## src/rtl/rad_cdc_mcp_bdrain.sv

```systemverilog
// rad_cdc_mcp_bdrain: drains MCP receive words into a small FIFO and streams them out as valid/ready
module rad_cdc_mcp_bdrain #(
  parameter int WIDTH     = 8,
  parameter int DEPTH     = 4,
  parameter int AFULL_LVL = 3
) (
  input  logic                         clk,
  input  logic                         rst,
  input  logic [WIDTH-1:0]             bdata,
  input  logic                         bvalid,
  output logic                         bload,
  output logic [WIDTH-1:0]             m_data,
  output logic                         m_valid,
  input  logic                         m_ready,
  output logic [$clog2(DEPTH+1)-1:0]   level,
  output logic                         almost_full,
  output logic [31:0]                  words_cnt
);
  localparam int PW = $clog2(DEPTH);
  localparam int LW = $clog2(DEPTH+1);
  logic [WIDTH-1:0] r_mem [DEPTH];
  logic [PW-1:0]    r_wr, r_rd;
  logic [LW-1:0]    r_level;
  logic [31:0]      r_cnt;
  logic             w_full, w_empty, w_push, w_pop;
  assign w_full      = r_level == LW'(DEPTH);
  assign w_empty     = r_level == '0;
  assign bload       = bvalid && !w_full && !rst;
  assign w_push      = bvalid && bload;
  assign w_pop       = !w_empty && m_ready;
  assign m_valid     = !w_empty;
  assign m_data      = m_valid ? r_mem[r_rd] : '0;
  assign level       = r_level;
  assign almost_full = r_level >= LW'(AFULL_LVL);
  assign words_cnt   = r_cnt;
  always_ff @(posedge clk or posedge rst)
    if (rst) begin
      r_wr    <= '0;
      r_rd    <= '0;
      r_level <= '0;
      r_cnt   <= '0;
    end else begin
      if (w_push) r_wr <= r_wr + PW'(1);
      if (w_push) r_cnt <= r_cnt + 32'd1;
      if (w_pop) r_rd <= r_rd + PW'(1);
      r_level <= r_level + LW'(w_push) - LW'(w_pop);
    end
  always_ff @(posedge clk)
    if (w_push) r_mem[r_wr] <= bdata;
  a_level_range: assert property (@(posedge clk) disable iff (rst) r_level <= LW'(DEPTH));
  a_no_pop_empty: assert property (@(posedge clk) disable iff (rst) w_pop |-> !w_empty);
  a_no_push_full: assert property (@(posedge clk) disable iff (rst) w_push |-> !w_full);
endmodule

```

## config.mk

```make
export PLATFORM = sky130hd
export DESIGN_NAME = rad_cdc_mcp_bdrain
export DESIGN_NICKNAME = d
export VERILOG_FILES = /design/src/rtl/rad_cdc_mcp_bdrain.sv
export SDC_FILE = /design/constraint.sdc
export NUM_CORES = 1
export LEC_CHECK = 0
export CELL_PAD_IN_SITES_DETAIL_PLACEMENT = 1
export CELL_PAD_IN_SITES_GLOBAL_PLACEMENT = 1
export CORE_MARGIN = 2
export CORE_UTILIZATION = 44
export CTS_BUF_LIST = sky130_fd_sc_hd__clkbuf_2 sky130_fd_sc_hd__clkbuf_4 sky130_fd_sc_hd__clkbuf_8
export CTS_CLUSTER_DIAMETER = 120
export DETAILED_ROUTE_END_ITERATION = 16
export PLACE_DENSITY = 0.94
export SYNTH_ARGS = -nofsm -noshare
export SYNTH_HDL_FRONTEND = slang
export SYNTH_SLANG_ARGS = --single-unit
```

## constraint.sdc

```tcl
create_clock -name clk -period 2.9 [get_ports clk]
set_input_delay 0.29 -clock clk [delete_from_list [all_inputs] [get_ports clk]]
set_output_delay 0.29 -clock clk [all_outputs]
set_load 0.05 [all_outputs]
```

== After elaboration in Yosys (flattened, before gate mapping) ==
Memory sizes are Yosys's and may differ from the RTL's.
Index checks and enable logic that the tools add are counted.

* Muxes and demuxes: 3
* Equality and inequality tests: 1
* Bitwise operators: 0
* Multiply operators: 0
* Reductions and logical operators: 8
* Add/sub/neg operators: 5
* Divide/modulo/power cells: 0
* Magnitude comparators: 1
* Shift operators: 0

{| class="wikitable"
|+ Operators by type and width
! cell !! count
|-
| $add A32 B1 Y32 const B || 1
|-
| $mux W8 || 1
|-
| $add A2 B1 Y2 const B || 2
|-
| $logic_and A1 B1 Y1 || 4
|-
| $add A3 B1 Y3 || 1
|-
| $eq A3 B3 Y1 const B || 1
|-
| $ge A3 B2 Y1 const B || 1
|-
| $logic_not A1 Y1 || 3
|-
| $logic_not A3 Y1 || 1
|-
| $sub A3 B1 Y3 || 1
|-
| $mux W1 || 2
|}

* Input bits: 12
* Bits in read-only memories: 0
* Flip-flop bits (word level): 39
* Memories: 1
* Output and inout bits: 46
* Bits in writable memories: 32
* Latch bits: 0

{| class="wikitable"
|+ Memory list
! memory !! words !! bits a word !! rd ports !! clocked after Yosys merged registers in !! wr ports !! line !! text
|-
| r_mem || 4 || 8 || 1 || 0 || 1 || 21 || <nowiki>logic [WIDTH-1:0] r_mem [DEPTH];</nowiki>
|}

== Logic depth before layout (Yosys ltp) ==
Gate-level depths: netlist of run 1.

* Depth in word-level cells: 7
* Mapped depth: 10
* Gate-level depth less buffers: 9

== Worst setup path after synthesis of run 1 ==
Ideal clock, no wire load.

* Path type: flip-flop to flip-flop
* From: register r_level[1], in the netlist level[1]
* To: register r_level[2], in the netlist level[2]
* Slack: 0.327 ns
* Path buffers: 0
* Arrival time: 2.451 ns
* Stages on the path, launching flop included: 10
* Clock period less this slack: 2.573 ns
* Cell sequence: dfrtp_1 > nor2_1 > nand2_1 > and2_1 > ha_1 > inv_1 > ha_1 > inv_1 > fa_1 > xnor2_1

* Elaborated cells between the ends (all ways): 10
* Those cells by class: add/sub (2); eq/ne (1); reduce/logical (7)

{| class="wikitable"
|+ RTL lines
! item !! line !! text
|-
| from (decl) || 23 || <nowiki>logic [LW-1:0] r_level;</nowiki>
|-
| from (signal assigned) || 46 || <nowiki>r_level <= r_level + LW'(w_push) - LW'(w_pop);</nowiki>
|-
| $logic_not A3 Y1 || 27 || <nowiki>assign w_empty = r_level == '0;</nowiki>
|-
| $logic_not A1 Y1 || - ||
|-
| named net m_valid || 13 || <nowiki>output logic m_valid,</nowiki>
|-
| $logic_and A1 B1 Y1 || 30 || <nowiki>assign w_pop = !w_empty && m_ready;</nowiki>
|-
| named net w_pop || 25 || <nowiki>logic w_full, w_empty, w_push, w_pop;</nowiki>
|-
| $sub A3 B1 Y3 || 46 ||
|}

The timed path passes the listed nets, and every way through them passes these cells.
A chain may end at the register's enable or synchronous reset.

== Worst setup path in the final report of run 1 ==
* From: register r_rd[0]
* To: output port m_data[1]

* Cells in the longest elaborated chain, start to end: 2

{| class="wikitable"
|+ Ends and longest elaborated chain
! item !! line !! text
|-
| from (decl) || 22 || <nowiki>logic [PW-1:0] r_wr, r_rd;</nowiki>
|-
| from (signal assigned) || 45 || <nowiki>if (w_pop) r_rd <= r_rd + PW'(1);</nowiki>
|-
| $mem_v2 Z4 W8 || - ||
|-
| $mux W8 || 32 || <nowiki>assign m_data = m_valid ? r_mem[r_rd] : '0;</nowiki>
|-
| to (decl) || 12 || <nowiki>output logic [WIDTH-1:0] m_data,</nowiki>
|}

Every way passes these cells.

==> results of run 1 <==
[flip-flops by register name, indices dropped and copies added (netlist names)]
name,count
r_mem,32
r_rd,2
r_wr,2
level,3
words_cnt,32
[metrics by stage]
stage / setup slack (ns) / power [mW] / instances
3_5_place_dp: 0.425 / 2.76 / 368
2_1_floorplan: 0.327 / 2.29 / 218
4_1_cts: 0.113 / 3.56 / 384
3_3_place_gp: 0.560 / 2.70 / 368
5_1_grt: 0.0415 / 3.70 / 384
6_report: 0.159 / 3.51 / 384
[synth_stat cells (2+ instances only)]
cell type / number
nand3_1: 14
nor2_1: 4
xor2_1: 7
nand2_1: 17
nor4b_2: 2
inv_1: 8
and2_1: 11
nand4_1: 8
and3_1: 11
edfxtp_1: 32
and4_1: 5
buf_2: 4
o21ai_0: 2
ha_1: 8
mux4_2: 8
dfrtp_1: 39
clkbuf_1: 2
xnor2_1: 28
[worst paths after layout]
check / startpoint / end / slack [ns] / cells after the start
max in group asynchronous: rst / r_rd[0]$_DFFE_PP0P_ / 2.15 / 3
min reg2reg: words_cnt[31]$_DFFE_PP0P_ / words_cnt[31]$_DFFE_PP0P_ / 0.49 / 1
max: r_rd[0]$_DFFE_PP0P_ / m_data[1] / 0.16 / 4
min: rst / words_cnt[11]$_DFFE_PP0P_ / 0.40 / 3
max reg2reg: level[1]$_DFF_PP0_ / level[2]$_DFF_PP0_ / 0.50 / 9
min in group clk: words_cnt[31]$_DFFE_PP0P_ / words_cnt[31]$_DFFE_PP0P_ / 0.49 / 1
[logic make-up (layout without fill, tap and decap cells)]
logic type	Yosys count	after routing
multiplexers	8	8
XOR/XNOR	35	35
buffers and inverters	14	84
AO/OA/AOI/OAI	2	2
flip-flops	71	71
adder cells (fa/ha/maj)	9	9
AND/OR/NAND/NOR	79	79
[final cells by class]
| class | count | area, um2 | share of cell area |
|---|---|---|---|
| Clock buffer | 12 | 153 | 0.0383 |
| Clock inverter | 4 | 47.5 | 0.0119 |
| Inverter | 8 | 30.0 | 0.00754 |
| Multi-Input combinational cell | 133 | 1100 | 0.277 |
| Sequential cell | 71 | 1940 | 0.486 |
| Tap cell | 96 | 120 | 0.0302 |
| Timing Repair Buffer | 60 | 591 | 0.148 |
[where the power goes]
group	switching (mW)	internal, mW	leakage (nW)	total [mW]
registers	0.141	1.19	0.812	1.33
logic	0.861	0.532	0.675	1.39
clock network	0.348	0.437	0.103	0.785
[tightest hold or removal path, stage by stage]
cell and delay [ns]:
clkdlybuf4s50_1 0.41, inv_1 0.06, buf_4 0.43
[layer usage]
| metal | wire, um | vias to the layer above | part of all wire | global-route usage |
|---|---|---|---|---|
| li1 | - | 901 | - | - |
| met2 | 3560 | 50 | 0.53 | 0.338 |
| met1 | 2810 | 983 | 0.42 | 0.227 |
| met4 | 26 | 0 | 0.0039 | 0.0420 |
| met5 | 0 | - | 0 | 0 |
| met3 | 339 | 4 | 0.050 | 0.0688 |
==> reports/metrics.csv, run 1 <==
stage;metric;value;unit
drt;WL/cell;17.6;um
sta;Slew @ Worst Pin;0.560;ns
global_route;number of global-route vias before repair;2105;
yosys;mux cell area share after synthesis;0.0581;
placed_design;post-detail-place hpwl;4.92;mm
die;Site Rows;30;
layout;Total Nets Final;304;
worst_setup_path;CP max stage delay;0.69;ns
yosys;Synth Area in Compound Gates;0.00323;
yosys;Syn Nets;239;
die;Die ar.;0.00773;mm2
global_route;grt total ovfl;0;
outcome;outcome;completed;
clocking;clock tree root buffer cell;clkbuf_8;
yosys;largest family of logic cells by synthesized area;simple AND/OR/NAND/NOR gates;
sta;unrepaired setup endpoints after global routing;no;
sta;Hold Fails Final Rpt;0;
clocking;Resized Gates After CTS;0;
hold_path;Hold WC Path Type;input pin to async pin;
yosys;Yosys warnings;0;
layout;most frequent cells in the layout;clkdlybuf4s50_1 (56), dfrtp_1 (39), edfxtp_1 (32), xnor2_1 (28), nand2_1 (17);
yosys;sequential area share after synthesis;0.625;
clocking;maximum root-to-sink buffer count;2;
drt;DRT Wirelength;6.74;mm
pwr;Leakage Power;1.59;nW
layout;ratio of cells with drive above 1 in the final layout;0.118;
worst_setup_path;CP Capture Type;primary output;
worst_setup_path;Critical Path, Cell by Cell;buf_4 > mux4_2 > and2_1 > clkdlybuf4s50_1;
global_route;GRT Overall Usage;0.192;
drt;Routed Antenna Nets;0;
global_route;first-pass GRT wire length;10.9;mm
die;io pins;58;
die;Die Y;87.9;um
pwr;Peak VDD IR;0.353;mV
drt;routed via count;1938;
worst_setup_path;WS Path Type;register to primary output;
clocking;CTS tree;yes;
yosys;top cells by area, synth;dfrtp_1 (31%), edfxtp_1 (31%), xnor2_1 (7.9%), mux4_2 (5.8%), ha_1 (3.2%);
global_route;largest net degree at the start of global routing;40;
yosys;Synth Area in Adders;0.0388;
layout;area grow syn2layout;28.5;%
layout;final core utilization;0.586;
yosys;post-synthesis register bit count;71;
sta;fin crit period;2.74;ns
placed_design;# port buffers;57;
yosys;Synth Cell Area;0.00310;mm2
drt;DRC Markers;0;
clocking;CTS sink cnt;71;
yosys;simple logic cell fraction of the synthesized area;0.157;
clocking;setup bufs post-CTS;0;
clocking;clock buffer count from CTS;9;
clocking;CTS H-tree depth;3;
yosys;Syn Area/Cell;14.2;um2
sta;Fmax;0.365;GHz
yosys;Synth Area in XOR/XNOR;0.0989;
yosys;FFs w/ async S/R, synth;0.549;
clocking;CTS clock-pin slew for the worst setup and hold paths;0.07;ns
sta;Slew HR;0.624;
clocking;clk_lat worst skew;0.34;ns
clocking;Post-CTS Hold Buffers;0;
sta;setup tns final;0;ns
drt;1st-iter DRT viols;61;
global_route;initial antenna violation count;0;
pwr;pwr/cell area;881;mW/mm2
layout;fillcell total;684;
sta;# setup viols final;0;
die;initial core utilization;0.456;
layout;leading cell type in the layout, fill and taps excluded;clkdlybuf4s50_1;
worst_setup_path;Worst path slowest cell;clkdlybuf4s50_1;
flow_run;Max Cap Viol;0;
yosys;Netlist cell types;26;
drt;post-detailed-route via-to-cell ratio;5.05;
placed_design;gpl congestion;0.755;
drt;DR pass1 iterations;3;
sta;fin crit share;0.945;
worst_setup_path;Startpoint Class;register;
sta;Final Slew Violations;0;
die;Core Box Area;0.00679;mm2
yosys;cells after synthesis;218;
worst_setup_path;Buf+Inv Stages, Crit Path;2;
sta;Hold Slack;0.399;ns
sta;Max Clock Skew;0.00726;ns
worst_setup_path;Worst EP arrival;2.45;ns
yosys;top-area cell type share of the netlist area;0.315;
layout;ANT cells;0;
yosys;Post-synth EDFFs;32;
worst_setup_path;CP Max Fanout;6;
placed_design;dpl cell area;0.00378;mm2
worst_setup_path;Crit path required time;2.61;ns
yosys;Most used DFF post-synth;dfrtp_1;
worst_setup_path;family with the most delay on the worst path;buffers and inverters;
yosys;Yosys top cell by area;dfrtp_1;
layout;final instance area;0.00398;mm2
die;die span in x;87.9;um
Power figures use the tool's default switching activity.
==> inputs of run 2 (changes only) <==
--- a/config.mk
+++ b/config.mk
@@ -8,11 +8,11 @@
 export CELL_PAD_IN_SITES_DETAIL_PLACEMENT = 1
 export CELL_PAD_IN_SITES_GLOBAL_PLACEMENT = 1
 export CORE_MARGIN = 2
-export CORE_UTILIZATION = 44
+export CORE_UTILIZATION = 38
 export CTS_BUF_LIST = sky130_fd_sc_hd__clkbuf_2 sky130_fd_sc_hd__clkbuf_4 sky130_fd_sc_hd__clkbuf_8
 export CTS_CLUSTER_DIAMETER = 120
 export DETAILED_ROUTE_END_ITERATION = 16
-export PLACE_DENSITY = 0.94
+export PLACE_DENSITY = 0.84
 export SYNTH_ARGS = -nofsm -noshare
 export SYNTH_HDL_FRONTEND = slang
 export SYNTH_SLANG_ARGS = --single-unit
==> reports/metrics.csv, run 2 (same netlist as run 1, synthesis figures left out) <==
stage;metric;value;unit
pwr;Peak VDD IR;0.348;mV
flow_run;Max Cap Viol;0;
die;Site Rows;32;
hold_path;Hold WC Path Type;input pin to async pin;
worst_setup_path;CP startpoint;r_rd[0]$_DFFE_PP0P_;
global_route;first-pass GRT wire length;10.7;mm
clocking;CTS clock-pin slew for the worst setup and hold paths;0.08;ns
outcome;outcome;completed;
global_route;number of global-route vias before repair;2040;
sta;Slew HR;0.627;
pwr;total power;3.57;mW
sta;fin crit period;2.71;ns
sta;Hold Slack;0.394;ns
die;die span in x;94.3;um
worst_setup_path;Crit path required time;2.61;ns
sta;unrepaired setup endpoints after global routing;no;
clocking;CTS tree;yes;
drt;met2 wire length;3.20;mm
sta;fin crit share;0.936;
clocking;CTS H-tree depth;3;
worst_setup_path;Startpoint Class;register;
drt;DRC Markers;0;
drt;DRT Wirelength;6.42;mm
drt;top layer in use;met4;
worst_setup_path;R2R Setup Slk;0.54;ns
worst_setup_path;Reg2Reg Capture Point;level[2]$_DFF_PP0_;
die;Die ar.;0.00889;mm2
worst_setup_path;crit path capture;m_data[5];
clocking;clock buffer count from CTS;9;
clocking;clk_lat worst skew;0.35;ns
drt;routed via count;1912;
layout;leading cell type in the layout, fill and taps excluded;clkdlybuf4s50_1;
worst_setup_path;FF-to-FF path depth;9;
layout;most frequent cells in the layout;clkdlybuf4s50_1 (56), dfrtp_1 (39), edfxtp_1 (32), xnor2_1 (28), nand2_1 (17);
sta;# setup viols final;0;
global_route;GRT Overall Usage;0.163;
die;initial core utilization;0.397;
sta;Max Clock Skew;0.00791;ns
clocking;Post-CTS Hold Buffers;0;
clocking;setup bufs post-CTS;0;
die;io pins;58;
sta;Hold Fails Final Rpt;0;
clocking;CTS sink cnt;71;
worst_setup_path;Worst EP arrival;2.42;ns
layout;ratio of cells with drive above 1 in the final layout;0.118;
worst_setup_path;CP Capture Type;primary output;
drt;metal3 WL;272;um
global_route;largest net degree at the start of global routing;40;
drt;WL met1;2.86;mm
sta;Fmax;0.369;GHz
global_route;grt total ovfl;0;
die;Core Box Area;0.00781;mm2
global_route;initial antenna violation count;0;
clocking;clock tree root buffer cell;clkbuf_8;
clocking;Resized Gates After CTS;0;
worst_setup_path;WS Path Type;register to primary output;
drt;1st-iter DRT viols;90;
drt;DR pass1 iterations;6;
worst_setup_path;reg2reg start;level[1]$_DFF_PP0_;
die;Die Y;94.3;um
drt;post-detailed-route via-to-cell ratio;4.90;
sta;setup tns final;0;ns
sta;Slew @ Worst Pin;0.556;ns
placed_design;dpl cell area;0.00379;mm2
drt;WL/cell;16.5;um
layout;area grow syn2layout;29.4;%
placed_design;# port buffers;57;
worst_setup_path;CP Max Fanout;6;
drt;Routed Antenna Nets;0;
clocking;maximum root-to-sink buffer count;2;
placed_design;post-detail-place hpwl;4.48;mm
placed_design;gpl congestion;0.744;
pwr;Leakage Power;1.60;nW
sta;Final Slew Violations;0;
layout;final instance area;0.00401;mm2
layout;ANT cells;0;
layout;fillcell total;805;
layout;Total Nets Final;304;
pwr;pwr/cell area;890;mW/mm2
## run 2: cell types whose count changed in the layout (fill, tap and decap cells not counted), sizes merged
| cell | change |
|---|---|
| bufinv | +1 |
| clkbuf | -3 |
| clkinvlp | -1 |
| inv | +1 |
| clkinv | +2 |
## run 2: final cells by class
type | count | area (um2) | share of cell area
Clock buffer | 9 | 124 | 0.0309
Tap cell | 102 | 128 | 0.0318
Clock inverter | 7 | 96.3 | 0.0240
Sequential cell | 71 | 1940 | 0.483
Multi-Input combinational cell | 133 | 1100 | 0.276
Inverter | 8 | 30.0 | 0.00749
Timing Repair Buffer | 60 | 591 | 0.147
## run 2: worst min path at each step
stage / to / slack [ns]
after detailed placement: words_cnt[18]$_DFFE_PP0P_ / 0.47
final: r_rd[0]$_DFFE_PP0P_ / 0.39
after global routing: words_cnt[15]$_DFFE_PP0P_ / 0.45
after global placement: words_cnt[31]$_DFFE_PP0P_ / 0.47
after floorplan: r_mem[0][0]$_DFFE_PP_ / 0.39
after CTS: words_cnt[17]$_DFFE_PP0P_ / 0.40
## run 2: per-stage QoR
stage	worst slack (ns)	cells	utilization
6_report	0.187	390	0.514
2_1_floorplan	0.327	218	-
3_5_place_dp	0.456	374	0.485
5_1_grt	0.0488	390	0.514
4_1_cts	0.158	390	0.514
3_3_place_gp	0.552	374	0.485
## run 2: where the power goes
part	total, mW	internal (mW)	switching (mW)
clock	0.865	0.487	0.378
combinational	1.38	0.533	0.850
sequential	1.32	1.19	0.133
## run 2: critical path, stage by stage, from the launching register on
cell and delay [ns]:
dfrtp_1 0.47, buf_4 0.23, mux4_2 0.51, and2_1 0.17, clkdlybuf4s50_1 0.69
## run 2: per-layer routing
metal | vias up | GRT usage
met3 | 9 | 0.0385
met5 | - | 0
met1 | 949 | 0.217
met4 | 0 | 0.0688
li1 | 908 | -
met2 | 46 | 0.256
